`config.mk`:
```
export PLATFORM = sky130hd
export DESIGN_NAME = mux_page_sequencer
export DESIGN_NICKNAME = d
export VERILOG_FILES = /design/src/rtl/mux_page_sequencer.sv
export SDC_FILE = /design/constraint.sdc
export NUM_CORES = 1
export LEC_CHECK = 0
export CAP_MARGIN = 20
export CELL_PAD_IN_SITES_DETAIL_PLACEMENT = 1
export CELL_PAD_IN_SITES_GLOBAL_PLACEMENT = 2
export CORE_ASPECT_RATIO = 1.1
export CORE_MARGIN = 1
export CORE_UTILIZATION = 30
export DETAILED_ROUTE_END_ITERATION = 8
export DONT_BUFFER_PORTS = 1
export HOLD_SLACK_MARGIN = 0.12
export PLACE_DENSITY_LB_ADDON = 0.1
export REMOVE_ABC_BUFFERS = 1
export SETUP_SLACK_MARGIN = 0.15
export SKIP_CTS_REPAIR_TIMING = 1
export SYNTH_ARGS = -nofsm -noshare
export SYNTH_HDL_FRONTEND = slang
export SYNTH_SLANG_ARGS = --single-unit
export TNS_END_PERCENT = 10
```
`constraint.sdc`:
```
create_clock -name Clk -period 3.4 [get_ports Clk]
set_input_delay 0.51 -clock Clk [delete_from_list [all_inputs] [get_ports Clk]]
set_output_delay 0.51 -clock Clk [all_outputs]
set_load 0.005 [all_outputs]
```
`src/rtl/mux_page_sequencer.sv`:
```
// Multiplexed display scan sequencer: steps a digit counter inside a page and
// advances pages automatically after N full scans, or loads a manual page select.
module mux_page_sequencer #(
    parameter int DIGITS = 4,
    parameter int PAGES  = 4,
    parameter int REP_W  = 4,
    localparam int DW = ($clog2(DIGITS) < 1) ? 1 : $clog2(DIGITS),
    localparam int PW = ($clog2(PAGES) < 1) ? 1 : $clog2(PAGES),
    localparam int SW = ($clog2(DIGITS*PAGES) < 1) ? 1 : $clog2(DIGITS*PAGES)
) (
    input  logic             Clk,
    input  logic             Rst,
    input  logic             On,
    input  logic             Mode,
    input  logic [PW-1:0]    PageSel,
    input  logic [REP_W-1:0] Repeats,
    output logic [SW-1:0]    state,
    output logic [PW-1:0]    page,
    output logic [DW-1:0]    digit,
    output logic             PageDone,
    output logic             FrameDone
);

    logic [REP_W-1:0] rep_q, rep_d, eff_rep;
    logic [PW-1:0]    page_d;
    logic [DW-1:0]    digit_d;
    logic             mode_q;
    logic             scan_wrap, pd_d, fd_d;

    // mode_q tracks the last Mode seen while scanning so a toggle clears the repeat count
    always_ff @(posedge Clk) begin
        if (Rst) begin
            page      <= '0;
            digit     <= '0;
            rep_q     <= '0;
            mode_q    <= Mode;
            PageDone  <= 1'b0;
            FrameDone <= 1'b0;
        end else if (On) begin
            page      <= page_d;
            digit     <= digit_d;
            rep_q     <= rep_d;
            mode_q    <= Mode;
            PageDone  <= pd_d;
            FrameDone <= fd_d;
        end else begin
            PageDone  <= 1'b0;
            FrameDone <= 1'b0;
        end
    end

    always_comb begin
        scan_wrap = (digit == DW'(DIGITS-1));
        eff_rep   = (Repeats == '0) ? REP_W'(1) : Repeats;
        digit_d   = scan_wrap ? '0 : digit + DW'(1);
        page_d    = page;
        rep_d     = rep_q;
        if (scan_wrap) begin
            if (!Mode) begin
                // widened compare so a saturated count still forces the advance
                if (({1'b0, rep_q} + (REP_W+1)'(1)) >= {1'b0, eff_rep}) begin
                    page_d = (page == PW'(PAGES-1)) ? '0 : page + PW'(1);
                    rep_d  = '0;
                end else if (rep_q != '1) begin
                    rep_d = rep_q + REP_W'(1);
                end
            end else begin
                page_d = (PageSel > PW'(PAGES-1)) ? PW'(PAGES-1) : PageSel;
                rep_d  = '0;
            end
        end else if (Mode) begin
            rep_d = '0;
        end
        if (Mode != mode_q)
            rep_d = '0;
    end

    always_comb begin
        pd_d = (page_d != page);
        fd_d = pd_d && !Mode && (page == PW'(PAGES-1)) && (page_d == '0);
    end

    assign state = SW'(page) * SW'(DIGITS) + SW'(digit);

endmodule

```
==> run_results.csv <==
group,metric,value,unit
run_status,status,"completed",
clock_network,root_buffer_selected_by_cts,"sky130_fd_sc_hd__clkbuf_4",
setup_path,worst-path-max-fanout,6,
floorplan,fp.dieW,49.1,microns
finish,num-nets-final,98,
floorplan,die_h,53.8,microns
clock_network,worst_skew_pair.late_latency,0.27,ns
pwr,power.leakage,0.320,nW
worst_hold_path,min_path_cells,1,
synthesis,synth-seq-area-share,31.5,%
pwr,power.density_cell_area,337,mW/mm^2
synthesis,netlist-cell-type-count,33,
synthesis,ffs_latches_synth,11,
finish,most-common-layout-cells,"sky130_fd_sc_hd__dfxtp_1, sky130_fd_sc_hd__nand2_1, sky130_fd_sc_hd__ha_1",
setup_path,worst_r2r_path_depth,8,
sta,finalHoldViolations,0,
synthesis,synth_top_flop_cell,"sky130_fd_sc_hd__dfxtp_1",
setup_path,critPathKind,"register to register",
floorplan,design.die.area,0.00264,sq mm
pwr,worst_supply_voltage_drop_on_vdd,0.000219,V
finish,antennaDiodeCount,0,
global_route,global_route.usage.total,14.2,%
clock_network,clk_transition_reported_paths,0.08,ns
global_route,global_route_congestion_overflow_total,0,
finish,nFillCells,294,
sta,max_slew_margin,49.9,%
route,first_iter_violations,11,
sta,skew,0.00537,ns
route,drt_pass1_iterations,4,
synthesis,synthDominantCellAreaShare,27.4,%
route,vias,574,
floorplan,placeableCoreArea,0.00227,sq mm
global_route,vias_in_the_first_global_route,567,
clock_network,ctsHtreeMaxLevel,1,
global_route,antenna_found_initial,0,
placement,dp.final_hpwl,1240,microns
global_route,grt_start_max_net_pins,15,
synthesis,synth.yosys.warnings,0,
setup_path,cp-start-kind,"register",
sta,post-route-period-util,69.5,%
sta,final.setup.tns,0,ns
sta,max_clock_freq,423,MHz
floorplan,initial_core_utilization,32.2,%
run,cap_violations,0,
synthesis,synth_largest_area_cell,"sky130_fd_sc_hd__dfxtp_1",
clock_network,number_of_buffers_added_by_the_clock_tree_synthesis_step,3,
route,wire_per_inst,14.7,microns
synthesis,synth_cells,82,
synthesis,synth_edf_count,1,
worst_hold_path,holdCritPathClass,"input port to register",
placement,weighted_congestion_at_the_end_of_routability_driven_global_placement,0.705,
clock_network,ctsLongestPathBuffers,2,
sta,grt_setup_unrepaired,"false",
setup_path,critical_path.endpoint_type,"register",
finish,area_growth,3.42,%
setup_path,cp_data_arrival_time,2.54,ns
finish,final_core_util,33.3,%
synthesis,synth.cell_area,732,sq um
floorplan,fp-row-count,18,
sta,final-max-slew-violation-count,0,
synthesis,avgSynthCellArea,8.93,sq um
sta,setup-violations-final,0,
sta,tightestPinTransition,0.744,ns
finish,final_common_cell,"sky130_fd_sc_hd__dfxtp_1",
sta,layout_min_cycle_time,2.36,ns
finish,layout-drive-gt1-share,10.0,%
route,via_per_inst,5.22,
floorplan,num_io_pins,20,
route,routed_wl,1620,microns
placement,port-buffer-count,0,
synthesis,synthArstFlopShare,0,%
route,number_of_design_rule_violations_left_after_detail_routing,0,
setup_path,worstPathRequired,3.58,ns
route,drt.antenna.violating_nets,0,
clock_network,clock-sinks,11,
global_route,wire_length_of_the_first_global_routing_pass,2710,microns
synthesis,post_synth_main_area_contributors,"sky130_fd_sc_hd__dfxtp_1, sky130_fd_sc_hd__ha_1, sky130_fd_sc_hd__a32o_1, sky130_fd_sc_hd__mux2i_1, sky130_fd_sc_hd__buf_4",
clock_network,tritoncts_clock_tree,"built",
synthesized netlist by cell type (2+ instances only):
| master | instances |
|---|---|
| sky130_fd_sc_hd__a32o_1 | 3 |
| sky130_fd_sc_hd__buf_4 | 4 |
| sky130_fd_sc_hd__nor4_1 | 4 |
| sky130_fd_sc_hd__nand2_1 | 8 |
| sky130_fd_sc_hd__nor2b_1 | 2 |
| sky130_fd_sc_hd__dfxtp_1 | 10 |
| sky130_fd_sc_hd__nand3_1 | 3 |
| sky130_fd_sc_hd__a21oi_1 | 4 |
| sky130_fd_sc_hd__or2_2 | 2 |
| sky130_fd_sc_hd__mux2i_1 | 3 |
| sky130_fd_sc_hd__o21ai_0 | 3 |
| sky130_fd_sc_hd__ha_1 | 7 |
| sky130_fd_sc_hd__nor2_1 | 5 |
| sky130_fd_sc_hd__inv_1 | 5 |
power by group:
group / total [mW] / internal [mW] / switching (mW)
clock: 0.0932 / 0.0455 / 0.0478
sequential: 0.138 / 0.134 / 0.00414
combinational: 0.0238 / 0.0117 / 0.0121
total: 0.255 / 0.191 / 0.0640
worst paths after layout:
check	startpoint	endpoint	slack [ns]
hold / removal	Rst	page[0]	0.29
setup reg to reg	rep_q[0]	page[1]	1.04
hold reg to reg	rep_q[1]	rep_q[1]	0.52
setup / recovery	rep_q[0]	page[1]	1.04
routing by layer:
metal  vias up  GRT usage (%)  wire, microns
li1        294              -              -
met1       266           16.4            754
met2        14           24.4            781
met3         0           6.50             80
met4         0           2.94              0
met5         -              0              0
state kept, by name (all words and copies together), names as in the netlist:
signal / count
FrameDone: 1
PageDone: 1
digit: 2
mode_q: 1
page: 2
rep_q: 4
kinds of logic after synthesis:
| group | after synthesis | share of synthesized area (%) |
|---|---|---|
| muxes | 3 | 4.10 |
| and+or+nand+nor | 30 | 21.9 |
| AOI/OAI and AO/OA | 18 | 20.3 |
| xor gates and xnor gates | 2 | 2.39 |
| adders and majority gates | 7 | 12.0 |
| buffers and inverters | 11 | 7.86 |
| DFF | 11 | 31.5 |
worst max-delay path: stages, from the launching register on:
cell and delay (ns):
sky130_fd_sc_hd__dfxtp_1 0.35, sky130_fd_sc_hd__ha_1 0.27, sky130_fd_sc_hd__nor2b_1 0.16, sky130_fd_sc_hd__or2_2 0.28, sky130_fd_sc_hd__ha_1 0.21, sky130_fd_sc_hd__a2111o_1 0.45, sky130_fd_sc_hd__a32oi_4 0.28, sky130_fd_sc_hd__nor4_1 0.08
sky130_fd_sc_hd__nor4_1 0.17
through the flow:
stage | cell area (sq um) | hold WS, ns | instances | setup slack [ns] | total power, mW
after floorplan | 693 | 0.468 | 76 | 1.22 | 0.161
after global placement | 731 | 0.500 | 106 | 1.09 | 0.165
after detailed placement | 731 | 0.504 | 106 | 1.04 | 0.166
after CTS | 757 | 0.283 | 110 | 1.02 | 0.262
after global routing | 757 | 0.272 | 110 | 0.887 | 0.275
final | 757 | 0.292 | 110 | 1.04 | 0.255
cell type report:
cell class                 instances  area (sq um)  area share (%)
multi-input combinational         60           444            58.7
clock buffer                       4          26.3            3.47
tap                               30          37.5            4.96
sequential                        11           230            30.4
inverter                           5          18.8            2.48
No activity file was read; power rests on OpenSTA's default activity.
